## src/rtl/bode_pkg.sv

```systemverilog
// Shared types and saturation helpers for the Bode lock-in correlator.
package bode_pkg;

    localparam int MAX_W = 128;

    typedef enum logic [2:0] {
        IDLE,
        SETTLE,
        ACCUM,
        FLUSH,
        DONE
    } state_t;

    function automatic logic signed [MAX_W-1:0] sat_max(input int w);
        logic signed [MAX_W-1:0] one;
        one = {{(MAX_W-1){1'b0}}, 1'b1};
        return (one <<< (w - 1)) - one;
    endfunction

    function automatic logic signed [MAX_W-1:0] sat_min(input int w);
        return ~sat_max(w);
    endfunction

    // The most-negative value has no positive twin, so it folds onto the maximum.
    function automatic logic signed [MAX_W-1:0] abs_sat(input logic signed [MAX_W-1:0] x,
                                                       input int w);
        if (x <= sat_min(w)) begin
            return sat_max(w);
        end
        if (x < 0) begin
            return -x;
        end
        return x;
    endfunction

endpackage

```

## src/rtl/sat_accumulator.sv

```systemverilog
// Saturating signed accumulator with synchronous clear and sticky overflow flag.
module sat_accumulator
    import bode_pkg::*;
#(
    parameter int IN_WIDTH  = 32,
    parameter int ACC_WIDTH = 48
) (
    input  logic                        clk,
    input  logic                        rst_n,
    input  logic                        clr,
    input  logic                        add_en,
    input  logic signed [IN_WIDTH-1:0]  operand,
    output logic signed [ACC_WIDTH-1:0] sum,
    output logic                        ovf
);

    localparam logic signed [ACC_WIDTH-1:0] ACC_MAX = ACC_WIDTH'(sat_max(ACC_WIDTH));
    localparam logic signed [ACC_WIDTH-1:0] ACC_MIN = ACC_WIDTH'(sat_min(ACC_WIDTH));

    logic signed [ACC_WIDTH:0]   sum_ext;
    logic signed [ACC_WIDTH-1:0] sum_next;
    logic                        ovf_next;

    // One guard bit is enough: the operand is always narrower than the accumulator.
    always_comb begin
        sum_ext  = {sum[ACC_WIDTH-1], sum}
                 + {{(ACC_WIDTH + 1 - IN_WIDTH){operand[IN_WIDTH-1]}}, operand};
        sum_next = sum_ext[ACC_WIDTH-1:0];
        ovf_next = 1'b0;
        if (sum_ext[ACC_WIDTH] != sum_ext[ACC_WIDTH-1]) begin
            ovf_next = 1'b1;
            sum_next = sum_ext[ACC_WIDTH] ? ACC_MIN : ACC_MAX;
        end
    end

    always_ff @(posedge clk or negedge rst_n) begin
        if (!rst_n) begin
            sum <= '0;
            ovf <= 1'b0;
        end else if (clr) begin
            sum <= '0;
            ovf <= 1'b0;
        end else if (add_en) begin
            sum <= sum_next;
            ovf <= ovf | ovf_next;
        end
    end

endmodule

```

## src/rtl/bode_correlator.sv

```systemverilog
// Lock-in correlator: settles, then accumulates response*cos and response*sin
// over 2^LOG2_SAMPLES samples and reports I, Q and an approximate magnitude.
module bode_correlator
    import bode_pkg::*;
#(
    parameter int DATA_WIDTH     = 16,
    parameter int REF_WIDTH      = 16,
    parameter int ACC_WIDTH      = 48,
    parameter int LOG2_SAMPLES   = 10,
    parameter int SETTLE_SAMPLES = 256
) (
    input  logic                  clk,
    input  logic                  rst_n,
    input  logic                  en,
    input  logic                  start,
    input  logic [DATA_WIDTH-1:0] response,
    input  logic [REF_WIDTH-1:0]  sinRef,
    input  logic [REF_WIDTH-1:0]  cosRef,
    output logic                  busy,
    output logic                  resultStrobe,
    output logic [ACC_WIDTH-1:0]  iSum,
    output logic [ACC_WIDTH-1:0]  qSum,
    output logic [ACC_WIDTH-1:0]  mag,
    output logic                  overflow
);

    localparam int PROD_WIDTH = DATA_WIDTH + REF_WIDTH;
    localparam int CNT_WIDTH  = LOG2_SAMPLES + 1;
    localparam int SET_WIDTH  = (SETTLE_SAMPLES > 1) ? $clog2(SETTLE_SAMPLES) : 1;
    localparam logic [CNT_WIDTH-1:0] LAST_SAMPLE = CNT_WIDTH'((1 << LOG2_SAMPLES) - 1);
    localparam logic [SET_WIDTH-1:0] LAST_SETTLE = SET_WIDTH'(SETTLE_SAMPLES - 1);

    state_t                 state, state_next;
    logic [SET_WIDTH-1:0]   settle_cnt;
    logic [CNT_WIDTH-1:0]   sample_cnt;
    logic                   start_ok, settle_last, sample_take, sample_last;

    logic signed [PROD_WIDTH-1:0] prod_i_p1, prod_q_p1;
    logic                         vld_p1;
    logic signed [ACC_WIDTH-1:0]  sum_i, sum_q;
    logic                         ovf_i, ovf_q;
    logic [ACC_WIDTH-1:0]         abs_i, abs_q, mag_next;

    assign start_ok    = (state == IDLE) && start;
    assign settle_last = (state == SETTLE) && en && (settle_cnt == LAST_SETTLE);
    assign sample_take = (state == ACCUM) && en;
    assign sample_last = sample_take && (sample_cnt == LAST_SAMPLE);

    always_ff @(posedge clk or negedge rst_n) begin
        if (!rst_n) state <= IDLE;
        else        state <= state_next;
    end

    always_comb begin
        state_next = state;
        case (state)
            IDLE:    if (start) state_next = (SETTLE_SAMPLES == 0) ? ACCUM : SETTLE;
            SETTLE:  if (settle_last) state_next = ACCUM;
            ACCUM:   if (sample_last) state_next = FLUSH;
            FLUSH:   state_next = DONE;
            DONE:    state_next = IDLE;
            default: state_next = IDLE;
        endcase
    end

    always_comb begin
        busy = (state != IDLE);
    end

    always_ff @(posedge clk or negedge rst_n) begin
        if (!rst_n) begin
            settle_cnt <= '0;
            sample_cnt <= '0;
        end else if (start_ok) begin
            settle_cnt <= '0;
            sample_cnt <= '0;
        end else begin
            if ((state == SETTLE) && en) settle_cnt <= settle_cnt + 1'b1;
            if (sample_take)             sample_cnt <= sample_cnt + 1'b1;
        end
    end

    // Stage 1: full-precision products
    always_ff @(posedge clk or negedge rst_n) begin
        if (!rst_n) vld_p1 <= 1'b0;
        else        vld_p1 <= sample_take;
    end

    always_ff @(posedge clk) begin
        if (sample_take) begin
            prod_i_p1 <= $signed(response) * $signed(cosRef);
            prod_q_p1 <= $signed(response) * $signed(sinRef);
        end
    end

    // Stage 2: saturating accumulation
    sat_accumulator #(.IN_WIDTH(PROD_WIDTH), .ACC_WIDTH(ACC_WIDTH)) u_acc_i (
        .clk(clk), .rst_n(rst_n), .clr(start_ok), .add_en(vld_p1),
        .operand(prod_i_p1), .sum(sum_i), .ovf(ovf_i)
    );

    sat_accumulator #(.IN_WIDTH(PROD_WIDTH), .ACC_WIDTH(ACC_WIDTH)) u_acc_q (
        .clk(clk), .rst_n(rst_n), .clr(start_ok), .add_en(vld_p1),
        .operand(prod_q_p1), .sum(sum_q), .ovf(ovf_q)
    );

    always_comb begin
        abs_i = ACC_WIDTH'(abs_sat(MAX_W'(sum_i), ACC_WIDTH));
        abs_q = ACC_WIDTH'(abs_sat(MAX_W'(sum_q), ACC_WIDTH));
        if (abs_i >= abs_q) mag_next = abs_i + (abs_q >> 1);
        else                mag_next = abs_q + (abs_i >> 1);
    end

    // Result registers: loaded once per measurement, held until the next one completes
    always_ff @(posedge clk or negedge rst_n) begin
        if (!rst_n) begin
            iSum         <= '0;
            qSum         <= '0;
            mag          <= '0;
            overflow     <= 1'b0;
            resultStrobe <= 1'b0;
        end else begin
            resultStrobe <= (state == DONE);
            if (state == DONE) begin
                iSum     <= sum_i;
                qSum     <= sum_q;
                mag      <= mag_next;
                overflow <= ovf_i | ovf_q;
            end
        end
    end

endmodule

```

## config.mk

```make
export PLATFORM = sky130hd
export DESIGN_NAME = bode_correlator
export DESIGN_NICKNAME = d
export VERILOG_FILES = /design/src/rtl/bode_pkg.sv /design/src/rtl/sat_accumulator.sv /design/src/rtl/bode_correlator.sv
export SDC_FILE = /design/constraint.sdc
export NUM_CORES = 2
export LEC_CHECK = 0
export BUFFER_PORTS_ARGS = -buffer_cell sky130_fd_sc_hd__buf_2
export CAP_MARGIN = 25
export CORE_UTILIZATION = 55
export DETAILED_ROUTE_END_ITERATION = 10
export GPL_TIMING_DRIVEN = 0
export PLACE_DENSITY = 0.72
export SKIP_LAST_GASP = 1
export SLEW_MARGIN = 30
export SYNTH_ARGS = -nofsm -noshare
export SYNTH_HDL_FRONTEND = slang
export SYNTH_SLANG_ARGS = --single-unit
```

## constraint.sdc

```tcl
create_clock -name clk -period 10.8 [get_ports clk]
set_input_delay 2.7 -clock clk [delete_from_list [all_inputs] [get_ports clk]]
set_output_delay 2.7 -clock clk [all_outputs]
set_load 0.01 [all_outputs]
```

==> results_dict.tcl <==
set metrics [dict create \
    outcome "complete, no violations" \
    syn-cell-area_um2 45900 \
    finalCritPeriodShare_pct 85.5 \
    fin_crit_ns 9.23 \
    endpoint_kind "flip-flop" \
    mappedNetlistNets 6380 \
    min_path_type "reg -> reg" \
    min_from "mag[22]$_DFFE_PN0P_" \
    yosysMostFrequentCell "nand2_1" \
    clockBufferDepth 3 \
    r2r-start "u_acc_q.sum[6]$_DFFE_PN0P_" \
    clock_latency_ns 0.57 \
    cts_tree "built" \
    area_delta_synth_final_pct 7.92 \
    final_util_pct 60.1 \
    start_util_pct 55.7 \
    drv_cap 0 \
    ys_ff_latch 331 \
    dr.pass1.iters 6 \
    gp_congestion 1.03 \
    drcViolationCount 0 \
    avgRoutedWirePerCell_um 20.7 \
    synth_area_leaders "fa_1 23%, dfrtp_1 15%, ha_1 11%, nand2_1 7.5%, inv_1 5.6%" \
    synth-async-reset-ratio_pct 80.7 \
    max_freq_mhz 108 \
    synth-edff-count 64 \
    finalSetupViolations 0 \
    skew_ns 0.0367 \
    yosysTopAreaCellShare_pct 23.0 \
    ys_warn_count 0 \
    ys_types 86 \
    yosysTopAreaCell "fa_1" \
    num_rows 105 \
    die_y_um 291 \
    synth_cells 5394 \
    place_hpwl_mm 114 \
    clkTransAtPathRegs_ns 0.06 \
    nFillCells 7401 \
    post_synth.cell_area_avg_um2 8.51 \
    multi_input_area_um2 33800 \
    grt_pass1_wl_mm 219 \
    io_pins 199 \
    cts_hold_buffers 0 \
    vias_per_cell 5.82 \
    io_buffers 198 \
    layout.area.seq_um2 8600 \
    synth.yosys.seq_area_share_pct 18.7 \
    setup-tns-final_ns 0 \
    die-area_um2 84600 \
    slew-limit-headroom_pct 29.1 \
    worst_slew_pin_slew_ns 1.06 \
    grt_pass1_vias 38800 \
    hold_violations 0 \
    setup.worst_path.start "response[6]" \
    final_nets 6621 \
    drtIter0Drc 3413 \
    cts_buffers 37 \
    crit_required_ns 11.06 \
    yosys-top-cells-count "920 x nand2_1, 687 x inv_1, 528 x fa_1" \
    die_w_um 291 \
    rsz0062_at_grt "false" \
    htreeDepth 2 \
    holdWs_ns 0.469 \
    cp-start-kind "primary input" \
    drtAntennaViolNets 0 \
    drv_slew 0 \
    grt_usage_pct 33.1 \
    finalWirelength_mm 139 \
    grt.overflow.total 0 \
    core_um2 82400 \
    cts-resized-gates 0 \
    cts_setup_buffers 0 \
    antenna_found_initial 3 \
    drive_above_1_share_pct 5.72 \
    path_class "in -> reg" \
    grt_max_degree 89 \
    root_buffer "clkbuf_16" \
    cts.sinks 331 \
    synth_flop_cell "dfrtp_1" \
    num_vias 39200 \
    critPathArrivalTime_ns 9.50 \
    crit_fanout 11 \
]
[sequential cells by signal, summed over array words and instances (netlist names), 11 cells and up]
signal	cells
prod_i_p1	32
u_acc_i.sum	48
u_acc_q.sum	48
qSum	48
iSum	48
mag	48
prod_q_p1	32
sample_cnt	11
[per-layer routing]
metal	vias up	track usage, %	routed length, µm
met5	-	0.397	70
met4	6	14.6	6870
met3	300	4.43	10400
met2	1593	52.7	62500
met1	19000	45.2	59200
li1	18300	-	-
[worst max-delay path, stage by stage]
cell and delay (ns):
buf_2 0.19, clkbuf_1 0.73, and2_1 0.25, fa_1 0.42, inv_1 0.08, fa_1 0.44
fa_1 0.52, inv_1 0.05, fa_1 0.49, fa_1 0.49, inv_1 0.05, fa_1 0.48
inv_1 0.04, ha_1 0.35, a21o_1 0.19, a21oi_1 0.13, nor2_1 0.05, o211ai_1 0.15
nand2_1 0.10, a211o_1 0.28, a21oi_1 0.45, o311ai_0 0.28, a31o_2 0.28, a21oi_1 0.17
xnor2_1 0.12
[kinds of logic (layout without fill, tap and decap cells)]
logic type | count (synthesis) | after routing | synth area share (%)
buf+inv | 916 | 1184 | 7.61
simple gates | 1777 | 1777 | 18.0
other cells | 0 | 3 | 0
mux | 17 | 17 | 0.379
flops | 331 | 331 | 18.7
compound gates | 1088 | 1088 | 14.9
xor+xnor | 331 | 331 | 6.31
fa+ha+maj | 934 | 934 | 34.1
[layout make-up]
type	instances	share of cell area (%)
Sequential cell	331	17.4
Buffer	227	1.84
Timing Repair Buffer	202	2.24
Clock buffer	50	2.11
Clock inverter	16	0.258
Multi-Input combinational cell	4147	68.2
Tap cell	1070	2.70
Antenna cell	3	0.0152
Inverter	689	5.22
[cells in the final DEF (no fill, tap or decap), types with 19 or more instances in the layout]
| cell type | instances |
|---|---|
| a211oi_1 | 31 |
| a21o_1 | 154 |
| a21oi_1 | 256 |
| a31oi_1 | 83 |
| and2_1 | 265 |
| and3_1 | 40 |
| buf_2 | 211 |
| clkbuf_1 | 203 |
| clkbuf_16 | 37 |
| dfrtp_1 | 267 |
| edfxtp_1 | 64 |
| fa_1 | 528 |
| ha_1 | 406 |
| inv_1 | 687 |
| nand2_1 | 920 |
| nand2b_1 | 40 |
| nand3_1 | 59 |
| nand4_1 | 41 |
| nor2_1 | 230 |
| nor2b_1 | 28 |
| nor3_1 | 48 |
| o211ai_1 | 26 |
| o21a_1 | 30 |
| o21ai_0 | 280 |
| o21ai_1 | 20 |
| o21bai_1 | 50 |
| o31ai_1 | 35 |
| o41ai_1 | 19 |
| or3_1 | 23 |
| xnor2_1 | 156 |
| xor2_1 | 175 |
[path summary, 6_finish.rpt]
check                                             to  slack, ns  cells after the start
max                          prod_q_p1[31]$_DFFE_PP_       1.57                     25
min                              mag[22]$_DFFE_PN0P_       0.47                      2
max reg2reg                      mag[23]$_DFFE_PN0P_       2.85                     26
min reg2reg                      mag[22]$_DFFE_PN0P_       0.47                      2
max in group asynchronous  sample_cnt[0]$_DFFE_PN0P_       7.64                      3
min in group asynchronous       qSum[39]$_DFFE_PN0P_       1.98                      1
[metrics by stage]
step / setup WS (ns) / instances / area, µm²
global placement: 1.20 / 6662 / 48200
global route: 1.23 / 6732 / 49500
CTS: 1.70 / 6732 / 49500
detailed placement: 1.14 / 6666 / 48400
floorplan: 2.29 / 5394 / 45900
finish: 1.57 / 6735 / 49500
Power is left out: the tool's default activity adds up to more than one toggle a clock period on the data nets, which glitch-free logic cannot reach.
